--- config.mk ---
export PLATFORM = sky130hd
export DESIGN_NAME = alu_seq
export DESIGN_NICKNAME = d
export VERILOG_FILES = /design/src/rtl/alu_pkg.sv /design/src/rtl/alu_mul_iter.sv /design/src/rtl/alu_seq.sv
export SDC_FILE = /design/constraint.sdc
export NUM_CORES = 1
export LEC_CHECK = 0
export ABC_AREA = 1
export ABC_CLOCK_PERIOD_IN_PS = 2100
export BUFFER_PORTS_ARGS = -buffer_cell sky130_fd_sc_hd__buf_4
export CAP_MARGIN = 20
export CORE_MARGIN = 1
export CORE_UTILIZATION = 40
export CTS_CLUSTER_SIZE = 28
export DETAILED_ROUTE_END_ITERATION = 10
export HOLD_SLACK_MARGIN = 0.02
export PLACE_DENSITY_LB_ADDON = 0.15
export SYNTH_ARGS = -nofsm -noshare
export SYNTH_HDL_FRONTEND = slang
export SYNTH_SLANG_ARGS = --single-unit
--- constraint.sdc ---
create_clock -name clk -period 2.1 [get_ports clk]
set_clock_uncertainty 0.05 [all_clocks]
set_input_delay 0.105 -clock clk [delete_from_list [all_inputs] [get_ports clk]]
set_output_delay 0.105 -clock clk [all_outputs]
set_load 0.01 [all_outputs]
--- src/rtl/alu_pkg.sv ---
// alu_pkg: shared constants for the alu_seq execute-stage ALU.
//   OPC_W          opcode width
//   OP_AND..OP_MUL opcode encodings (ADD=011 and SLL=001 match the old ALU)
//   state_e        top-level sequencer states
package alu_pkg;

    localparam int OPC_W = 3;

    localparam logic [OPC_W-1:0] OP_AND = 3'b000;
    localparam logic [OPC_W-1:0] OP_SLL = 3'b001;
    localparam logic [OPC_W-1:0] OP_OR  = 3'b010;
    localparam logic [OPC_W-1:0] OP_ADD = 3'b011;
    localparam logic [OPC_W-1:0] OP_XOR = 3'b100;
    localparam logic [OPC_W-1:0] OP_SRL = 3'b101;
    localparam logic [OPC_W-1:0] OP_SUB = 3'b110;
    localparam logic [OPC_W-1:0] OP_MUL = 3'b111;

    typedef enum logic {
        ST_IDLE = 1'b0,
        ST_MUL  = 1'b1
    } state_e;

endpackage

--- src/rtl/alu_mul_iter.sv ---
// alu_mul_iter: iterative unsigned shift-add multiplier, one multiplier bit
// per cycle. Only exists when ALU_MUL_EN is defined.
//   clk, rst  clock, synchronous active-high reset
//   start     latch a/b, clear the bit counter and begin
//   a, b      WIDTH-bit operands
//   done      high in the cycle the last bit is folded in (counter = WIDTH-1)
//   product   full 2*WIDTH-bit product, valid while done is high
`ifdef ALU_MUL_EN
module alu_mul_iter #(
    parameter int WIDTH   = 8,
    parameter int SHAMT_W = $clog2(WIDTH)
) (
    input  logic               clk,
    input  logic               rst,
    input  logic               start,
    input  logic [WIDTH-1:0]   a,
    input  logic [WIDTH-1:0]   b,
    output logic               done,
    output logic [2*WIDTH-1:0] product
);

    localparam logic [SHAMT_W-1:0] LAST = SHAMT_W'(WIDTH - 1);

    logic [2*WIDTH-1:0] acc_q, mcand_q;
    logic [WIDTH-1:0]   mplier_q;
    logic [SHAMT_W-1:0] cnt_q;
    logic               busy_q;

    // product is the accumulator with the current bit already added, so the
    // final value is available combinationally in the done cycle.
    assign product = acc_q + (mplier_q[0] ? mcand_q : '0);
    assign done    = busy_q && (cnt_q == LAST);

    always_ff @(posedge clk) begin
        if (rst) begin
            acc_q    <= '0;
            mcand_q  <= '0;
            mplier_q <= '0;
            cnt_q    <= '0;
            busy_q   <= 1'b0;
        end else if (start) begin
            acc_q    <= '0;
            mcand_q  <= {{WIDTH{1'b0}}, a};
            mplier_q <= b;
            cnt_q    <= '0;
            busy_q   <= 1'b1;
        end else if (busy_q) begin
            acc_q    <= product;
            mcand_q  <= mcand_q << 1;
            mplier_q <= mplier_q >> 1;
            cnt_q    <= done ? '0 : cnt_q + 1'b1;
            busy_q   <= !done;
        end
    end

endmodule
`endif

--- src/rtl/alu_seq.sv ---
// alu_seq: WIDTH-bit, 8-op handshaked ALU with registered result and flags.
// Optional feature macro: ALU_MUL_EN (iterative multiplier for opcode 111;
// when undefined, opcode 111 returns 0 with err=1 in one cycle).
//   clk, rst            clock, synchronous active-high reset
//   in_valid/in_ready   operation handshake (in_ready never looks at in_valid)
//   alu_ctrl            opcode, inp1/inp2 operands
//   out_valid/out_ready result handshake
//   alu_result, zero, carry, err  registered result and flags
module alu_seq
    import alu_pkg::*;
#(
    parameter int WIDTH   = 8,
    parameter int SHAMT_W = $clog2(WIDTH)
) (
    input  logic             clk,
    input  logic             rst,
    input  logic             in_valid,
    output logic             in_ready,
    input  logic [OPC_W-1:0] alu_ctrl,
    input  logic [WIDTH-1:0] inp1,
    input  logic [WIDTH-1:0] inp2,
    output logic             out_valid,
    input  logic             out_ready,
    output logic [WIDTH-1:0] alu_result,
    output logic             zero,
    output logic             carry,
    output logic             err
);

    localparam logic [WIDTH-1:0] MAX_SH = WIDTH'(WIDTH - 1);

    state_e             state_q, state_d;
    logic               vld_q, vld_d;
    logic [WIDTH-1:0]   res_q, res_d;
    logic               zero_q, carry_q, carry_d, err_q, err_d;
    logic               wr, accept, mul_go, mul_done;
    logic [2*WIDTH-1:0] mul_prod;

    // ---------------- single-cycle datapath ----------------
    logic             shift_ovf;
    logic [SHAMT_W-1:0] shamt;
    logic [WIDTH:0]   sum, diff;
    logic [WIDTH-1:0] alu_res;
    logic             alu_carry, alu_err;

    // Any inp2 >= WIDTH shifts everything out; below that the low SHAMT_W
    // bits hold the whole amount, so the barrel shifter can stay narrow.
    assign shift_ovf = inp2 > MAX_SH;
    assign shamt     = inp2[SHAMT_W-1:0];
    assign sum       = {1'b0, inp1} + {1'b0, inp2};
    assign diff      = {1'b0, inp1} - {1'b0, inp2};   // msb = borrow

    always_comb begin
        alu_res   = '0;
        alu_carry = 1'b0;
        alu_err   = 1'b0;
        case (alu_ctrl)
            OP_AND:  alu_res = inp1 & inp2;
            OP_SLL:  alu_res = shift_ovf ? '0 : inp1 << shamt;
            OP_OR:   alu_res = inp1 | inp2;
            OP_ADD:  {alu_carry, alu_res} = sum;
            OP_XOR:  alu_res = inp1 ^ inp2;
            OP_SRL:  alu_res = shift_ovf ? '0 : inp1 >> shamt;
            OP_SUB:  {alu_carry, alu_res} = diff;
            // Only reaches the output register when there is no multiplier.
            default: alu_err = 1'b1;
        endcase
    end

    // ---------------- handshake ----------------
    assign in_ready = (state_q == ST_IDLE) && (!vld_q || out_ready);
    assign accept   = in_valid && in_ready;

`ifdef ALU_MUL_EN
    assign mul_go = accept && (alu_ctrl == OP_MUL);

    alu_mul_iter #(
        .WIDTH   (WIDTH),
        .SHAMT_W (SHAMT_W)
    ) u_mul (
        .clk     (clk),
        .rst     (rst),
        .start   (mul_go),
        .a       (inp1),
        .b       (inp2),
        .done    (mul_done),
        .product (mul_prod)
    );
`else
    assign mul_go   = 1'b0;
    assign mul_done = 1'b0;
    assign mul_prod = '0;
`endif

    // ---------------- sequencer ----------------
    always_comb begin
        state_d = state_q;
        wr      = 1'b0;
        res_d   = alu_res;
        carry_d = alu_carry;
        err_d   = alu_err;
        case (state_q)
            ST_IDLE: begin
                if (mul_go)      state_d = ST_MUL;
                else if (accept) wr = 1'b1;
            end
            ST_MUL: begin
                // Slot is guaranteed empty here: acceptance needed it empty
                // or draining, and nothing was written at acceptance.
                if (mul_done) begin
                    state_d = ST_IDLE;
                    wr      = 1'b1;
                    res_d   = mul_prod[WIDTH-1:0];
                    carry_d = |mul_prod[2*WIDTH-1:WIDTH];
                    err_d   = 1'b0;
                end
            end
            default: state_d = ST_IDLE;
        endcase
        // A write wins over a same-edge consume, keeping out_valid high.
        vld_d = wr | (vld_q & ~out_ready);
    end

    always_ff @(posedge clk) begin
        if (rst) begin
            state_q <= ST_IDLE;
            vld_q   <= 1'b0;
            res_q   <= '0;
            zero_q  <= 1'b1;
            carry_q <= 1'b0;
            err_q   <= 1'b0;
        end else begin
            state_q <= state_d;
            vld_q   <= vld_d;
            if (wr) begin
                res_q   <= res_d;
                zero_q  <= (res_d == '0);
                carry_q <= carry_d;
                err_q   <= err_d;
            end
        end
    end

    assign out_valid  = vld_q;
    assign alu_result = res_q;
    assign zero       = zero_q;
    assign carry      = carry_q;
    assign err        = err_q;

endmodule

Word level (Yosys, flattened, before mapping) --
Index checks and enable logic that the tools add are counted.
Cells by class: $add $sub $neg 2, multiply operators 0, divide/modulo/power cells 0, magnitude comparators 1, eq/ne operators 6, shifts and indexed selects 2, multiplexer cells 8, bitwise operators 7, reductions and logical operators 7
Operators with widths (count):
- $pmux W8 S7 | 1
- $mux W8 | 2
- $add A8 B8 Y9 | 1
- $eq A3 B3 Y1 const B | 3
- $sub A8 B8 Y9 | 1
- $and A8 B8 Y8 | 1
- $gt A8 B3 Y1 const B | 1
- $logic_not A8 Y1 | 1
- $or A8 B8 Y8 | 1
- $shl A8 B3 Y8 | 1
- $shr A8 B3 Y8 | 1
- $xor A8 B8 Y8 | 1
- $reduce_or A7 Y1 | 1
- $eq A3 B2 Y1 const B | 2
- $pmux W1 S2 | 3
- $eq A3 B1 Y1 const B | 1
- $logic_not A3 Y1 | 1
- $logic_and A1 B1 Y1 | 2
- $mux W1 | 2
- $not A1 Y1 | 2
- $and A1 B1 Y1 | 1
- $logic_not A1 Y1 | 1
- $logic_or A1 B1 Y1 | 1
- $or A1 B1 Y1 | 1
Storage, ports and cells: flip-flop bits (word level) 13, latch bits 0, memory bits (writable) 0, memory bits (read-only) 0, bits of input ports 23, output and inout bits 13, word-level logic and storage cells 39, memories kept 0

Logic depth before layout (Yosys ltp) --
Gate-level depths: netlist of the first run.
word-level depth 7, gate-level depth with buffers 15, gate-level depth less buffers 15

Worst setup path before layout of the first run --
OpenSTA, ideal clock, no wires.
kind input to register, start in inp2[2], end reg res_q[6] (netlist: alu_result[6]), setup time 0.116 ns, data arrival time 1.546 ns, slack 0.388 ns, stages 15, buffers on the path 1, cells stage by stage buf_4 inv_1 ha_1 inv_1 nand2_1 nand2_1 nand3_1 nand2_1 nand2_1 nand3_1 nand3_1 nor2_1 nand2_1 o211ai_1 inv_1
On the way: word-level cells in the longest chain between the ends 3
RTL lines:
- start, declared | RTL line alu_seq.sv:21 | input logic [WIDTH-1:0] inp2,
- $gt A8 B3 Y1 (tied with other cells) | RTL line alu_seq.sv:48 | assign shift_ovf = inp2 > MAX_SH;
- $mux W8 (on tied branches) | RTL line alu_seq.sv:63, alu_seq.sv:59
- $pmux W8 S7 (*) | RTL line alu_seq.sv:57 | case (alu_ctrl)
- end signal, assigned | RTL line alu_seq.sv:136 | res_q <= res_d;
- end, declared | RTL line alu_seq.sv:34 | logic [WIDTH-1:0] res_q, res_d;
Mark *: on every way between the ends. The rest lies on a longest branch, timed or not. A chain may end at the register's enable or synchronous reset.

Worst setup path after layout of the first run --
start in inp1[0], end reg res_q[6] (netlist: alu_result[6])
On the way: word-level cells in the longest chain between the ends 3
RTL lines:
- start, declared | RTL line alu_seq.sv:20 | input logic [WIDTH-1:0] inp1,
- branches (longest 2 deep; another with $sub A8 B8 Y9)
- $pmux W8 S7 (*) | RTL line alu_seq.sv:57
Every way passes the cells marked *.

==> results.yml, run 1 <==
floorplanning:
  io_pins: 36
  fp-row-count: 27
  initial_utilization_pct: 41.5
  core-area_um2: 5510
  die_w_um: 77.6
  dieArea_um2: 6020
  dieHeight_um: 77.6
timing:
  period_share_pct: 83.9
  final.setup.tns_ns: 0
  rsz0062_at_grt: "no"
  hold_viol: 0
  fmax_mhz: 568
  worstMarginPinSlew_ns: 0.568
  slew_headroom_pct: 62.0
  finalMaxSlewViolations: 0
  finalSetupViolations: 0
  period_minus_slack_ns: 1.76
grt:
  met2_usage_pct: 41.0
  grt_max_degree: 18
  gr-max-usage-layer: "met2"
  overflow: 0
  grt_use_total_pct: 24.5
  antenna_found_initial: 0
  grt_pass1_wl_um: 11700
  grt.met1_usage_pct: 32.3
  grt_pass1_vias: 2519
  grt.met3_usage_pct: 3.06
run_status:
  status: "complete, no violations"
layout:
  nNetsFinal: 507
  diodes: 0
  seq_area_um2: 240
  stdcell_count: 528
  nFillCells: 636
  drive_above_1_share_pct: 13.2
  fin_util_pct: 48.2
  area_growth_pct: 16.0
  multi_input_area_um2: 1730
power_and_ir_drop:
  pwr-share-clk_pct: 24.3
  p_leak_nw: 1.55
  ir_worst_vdd_mv: 0.285
  power_frac_seq_pct: 25.0
  powerDensity_nw_per_um2: 385
  p_int_uw: 601
  totalPowerFinal_mw: 1.02
  p_comb_share_pct: 50.7
  switchingPower_uw: 421
  netSwitchingFraction_pct: 41.2
clocking:
  htree_levels: 1
  ctsRootBufferMaster: "clkbuf_8"
  clk_pin_slew_ns: 0.05
  cts_resized: 0
  postCtsSetupBuffers: 0
  clock_path_buffers: 2
  cts_sinks: 12
  cts_tree: "done"
  clk_latency_ns: 0.24
  hold_buffers: 0
  cts_made_buffers: 3
synthesis:
  synth_top_area_cell: "nand2_1"
  yosysTopAreaCellShare_pct: 21.3
  syn_area_um2: 2290
  synth_edf_count: 0
  netlist_top_cells_area: "nand2_1, nand3_1, ha_1"
  yosysMostFrequentCell: "nand2_1"
  synth_common_cells: "nand2_1, nand3_1, inv_1"
  syn_inst: 423
  ys_types: 30
  synth.net_count: 473
  ys_seq_elements: 12
  synth_area_per_cell_um2: 5.41
  ys_seq_area_share_pct: 10.5
  ys.flop_type: "dfxtp_1"
  async_flop_share_pct: 0
  yosysWarnings: 0
route:
  drt-initial-drc-count: 207
  drt_first_pass_iters: 4
  postRouteAntennaNets: 0
  drcViolationCount: 0
  wire_per_inst_um: 13.2
  routed_wl_um: 6990
  viasPerCell: 5.12
  num_vias: 2702
placement:
  gp_congestion: 0.940
  hpwl_um: 5750
  dp_cells: 524
  portBuffers: 35
worst_hold_path:
  hold_class: "input pin to flip-flop"
setup_path:
  worstSetupPathType: "input pin to flip-flop"
  start_kind: "input pin"
  crit_required_ns: 2.18
  cp-end-kind: "flip-flop"
  crit_fanout: 5
  arrival_ns: 1.85
run:
  cap_violations: 0
kinds of logic after synthesis:
family / count (synthesis) / synth area share (%)
fa+ha+maj: 27 / 15.4
simple gates: 276 / 51.6
compound gates: 34 / 8.53
flops: 12 / 10.5
buf+inv: 74 / 13.9
routing by layer:
layer	up-vias	wire, µm	share of wire, %
met5	-	0	0
li1	1404	-	-
met3	12	417	6.0
met2	81	3150	45
met4	0	136	1.9
met1	1205	3280	47
worst paths after layout:
path,startpoint,end,slack (ns),cells past startpoint
max,inp1[0],alu_result[6],0.34,15
min,rst,out_valid,0.05,2
max reg2reg,out_valid,zero,0.69,9
min reg2reg,err,err,0.42,2
flip-flops by register name, indices dropped and copies added, names as in the netlist:
signal and cells:
out_valid 1, alu_result 8, err 1, zero 1, carry 1
placed cells by master, fill, tap and decap left out, types with 2 or more instances in the layout:
master,synthesis,routed
nand4_1,3,3
a21oi_2,2,2
nand3_1,77,77
fa_1,2,2
nand2_2,3,3
nand2_1,130,130
inv_2,4,4
buf_4,5,40
o21ai_0,11,11
inv_1,58,58
a21oi_1,15,15
o211ai_1,3,3
nor2_1,54,54
nor2_2,3,3
clkbuf_8,0,4
ha_1,25,25
dfxtp_1,12,12
critical path: stages:
cell and delay (ns):
buf_4 0.13, inv_1 0.08, ha_1 0.14, inv_1 0.06, fa_1 0.41, nand2_1 0.12
nand2_1 0.09, nand3_1 0.10, nand3_1 0.07, nand3_1 0.08, nand3_1 0.06, nor2_1 0.17
nand2_1 0.07, o211ai_1 0.08, inv_1 0.05
cell type report:
type	count	area share, %
repair buffers	40	11.3
multi-input cells	337	65.1
well taps	72	3.40
clock buffers	4	2.08
inverters	63	9.01
flip-flops and latches	12	9.06
through the flow:
step	hold slack [ns]	area, µm²	setup slack (ns)
floorplan	0.228	2290	0.388
global placement	0.297	2600	0.192
detailed placement	0.301	2600	0.122
CTS	0.0446	2650	0.358
global route	0.0525	2650	0.112
finish	0.0484	2650	0.338
power groups by stage:
stage	Clock (mW)	Sequential [mW]	Combinational, mW
floorplan	0	0.268	0.336
global placement	0	0.260	0.509
detailed placement	0	0.260	0.512
CTS	0.256	0.256	0.514
global route	0.268	0.258	0.588
finish	0.248	0.255	0.518
Note: power is estimated with default switching activity, not from simulation.
==> run 2: changes to the inputs <==
- ABC_CLOCK_PERIOD_IN_PS: 2100 -> 1700
- clock period: 2.1 -> 1.7 ns (I/O delays scaled with it)
==> run 2 against run 1 <==
Against the previous run:
- cell area is 12% higher
- clock power rose by 23%
- sequential power up 24%
- utilization is 5.9 points higher
==> results.yml, run 2 (synthesis gave the netlist of run 1 again) <==
run_status:
  status: "complete, no violations"
floorplanning:
  initial_utilization_pct: 41.5
  io_pins: 36
  dieHeight_um: 77.6
  dieArea_um2: 6020
  die_w_um: 77.6
  core-area_um2: 5510
  fp-row-count: 27
clocking:
  clk_latency_ns: 0.24
  cts_tree: "done"
  clk_pin_slew_ns: 0.05
  clock_path_buffers: 2
  cts_sinks: 12
  ctsRootBufferMaster: "clkbuf_8"
  htree_levels: 1
  cts_made_buffers: 3
timing:
  worstMarginPinSlew_ns: 0.259
  period_minus_slack_ns: 1.60
  period_share_pct: 94.0
  slew_headroom_pct: 82.7
  fmax_mhz: 625
  hold_viol: 0
  finalSetupViolations: 0
  finalMaxSlewViolations: 0
  fin_worst_hold_slack_ns: 0.0283
layout:
  diodes: 0
  seq_area_um2: 240
  drive_above_1_share_pct: 23.4
  fin_util_pct: 54.1
  layout_common_cells: "nand2_1, buf_4, nand3_1, inv_1, nor2_1"
  area_growth_pct: 30.1
  nNetsFinal: 543
  nFillCells: 626
  multi_input_area_um2: 1780
  largest_reg_flops: 8
  final_common_cell: "nand2_1"
run:
  cap_violations: 0
setup_path:
  crit_fanout: 3
  crit_top_cell: "nor2_1"
  worst-path-stages: 11
  slowest_delay_ns: 0.51
  r2r_cells: 9
  cp.buffers_inverters: 2
  worstReg2RegStart: "out_valid"
  critical_path.startpoint: "inp1[0]"
  cp_slowest_cell: "fa_2"
  crit_required_ns: 1.82
  reg2reg_slack_ns: 0.30
  arrival_ns: 1.72
  cp-end-kind: "flip-flop"
  crit_chain: "buf_4, ha_2, inv_2, fa_2, or2_1, o211ai_1, nor2_1, nand2_1, nor2_1, nand3_1, o21bai_2"
  critPathTopFamily: "adder cells"
  worstSetupPathType: "input pin to flip-flop"
  start_kind: "input pin"
  endpoint: "zero"
  rr_endpoint: "zero"
power_and_ir_drop:
  ir_worst_vdd_mv: 0.339
  p_leak_nw: 1.72
  powerDensity_nw_per_um2: 457
  totalPowerFinal_mw: 1.36
  p_comb_share_pct: 54.4
  p_int_uw: 814
  pwr-share-clk_pct: 22.4
  power_frac_seq_pct: 23.2
  switchingPower_uw: 545
  netSwitchingFraction_pct: 40.1
placement:
  hpwl_um: 6040
  gp_congestion: 0.973
  portBuffers: 35
grt:
  antenna_found_initial: 0
  grt_max_degree: 18
  grt_use_total_pct: 25.2
  grt_pass1_wl_um: 12200
  grt_pass1_vias: 2657
  overflow: 0
route:
  postRouteAntennaNets: 0
  routed_wl_um: 7200
  wire_per_inst_um: 12.8
  drt-initial-drc-count: 259
  drcViolationCount: 0
  drt_first_pass_iters: 5
  viasPerCell: 5.00
  num_vias: 2818
worst_hold_path:
  hold_class: "input pin to flip-flop"
[run 2: cell types whose count changed in the layout (fill, tap and decap cells not counted), moves of 3 or more]
cell,delta
nand2_2,+4
nand2_1,-4
nand3_2,+3
ha_1,-4
ha_2,+4
nand3_1,-3
buf_4,+36
[run 2: area by class of cell]
cell class                 instances  share of cell area, %
clock buffer                       4                   1.85
sequential                        12                   8.07
timing repair buffer              76                   19.2
tap                               72                   3.03
inverter                          63                   8.03
multi-input combinational        337                   59.9
[run 2: power groups by stage]
stage	sequential (mW)	clock [mW]	combinational, mW
finish	0.316	0.304	0.739
global route	0.319	0.324	0.827
CTS	0.316	0.312	0.713
detailed placement	0.322	0	0.709
global placement	0.321	0	0.706
floorplan	0.331	0	0.415
[run 2: worst reg2reg max path: cells and delay by family, from the launching register on]
kind / cells / cell delay (ns)
and+or+nand+nor: 6 / 0.58
DFF: 1 / 0.33
AOI/OAI and AO/OA: 2 / 0.31
buffers and inverters: 1 / 0.05
[run 2: worst min path at each step]
| stage | slack, ns | cells after the start | to | start |
|---|---|---|---|---|
| floorplan | 0.21 | 2 | out_valid | in_valid |
| global placement | 0.28 | 2 | err | rst |
| detailed placement | 0.28 | 2 | err | rst |
| CTS | 0.03 | 2 | err | rst |
| global route | 0.03 | 2 | err | rst |
| finish | 0.03 | 2 | err | rst |
[run 2: metrics by stage]
| stage | TNS [ns] | std cells | setup slack, ns | area, µm² |
|---|---|---|---|---|
| final | 0 | 564 | 0.101 | 2980 |
| after global routing | -0.00678 | 564 | -0.00678 | 2980 |
| after CTS | 0 | 564 | 0.0232 | 2920 |
| after detailed placement | -0.786 | 560 | -0.216 | 2870 |
| after global placement | -0.548 | 560 | -0.191 | 2870 |
| after floorplan | 0 | 423 | 0.00791 | 2290 |
[run 2: layer usage]
metal	up-vias	wire, µm	global-route usage (%)	part of all wire (%)
met1	1241	3380	33.2	47
met2	87	3390	44.0	47
met3	8	323	1.41	4.5
li1	1482	-	-	-
met5	-	0	0	0
met4	0	108	7.36	1.5
[run 2: timing repair]
| action | CTS | global route |
|---|---|---|
| hold buffers | 0 | 0 |
| endpoints found under the setup margin | 0 | 4 |
| hold endpoints to repair | 0 | 0 |
| buffers inserted | 0 | 0 |
| gates resized for setup | 0 | 20 |
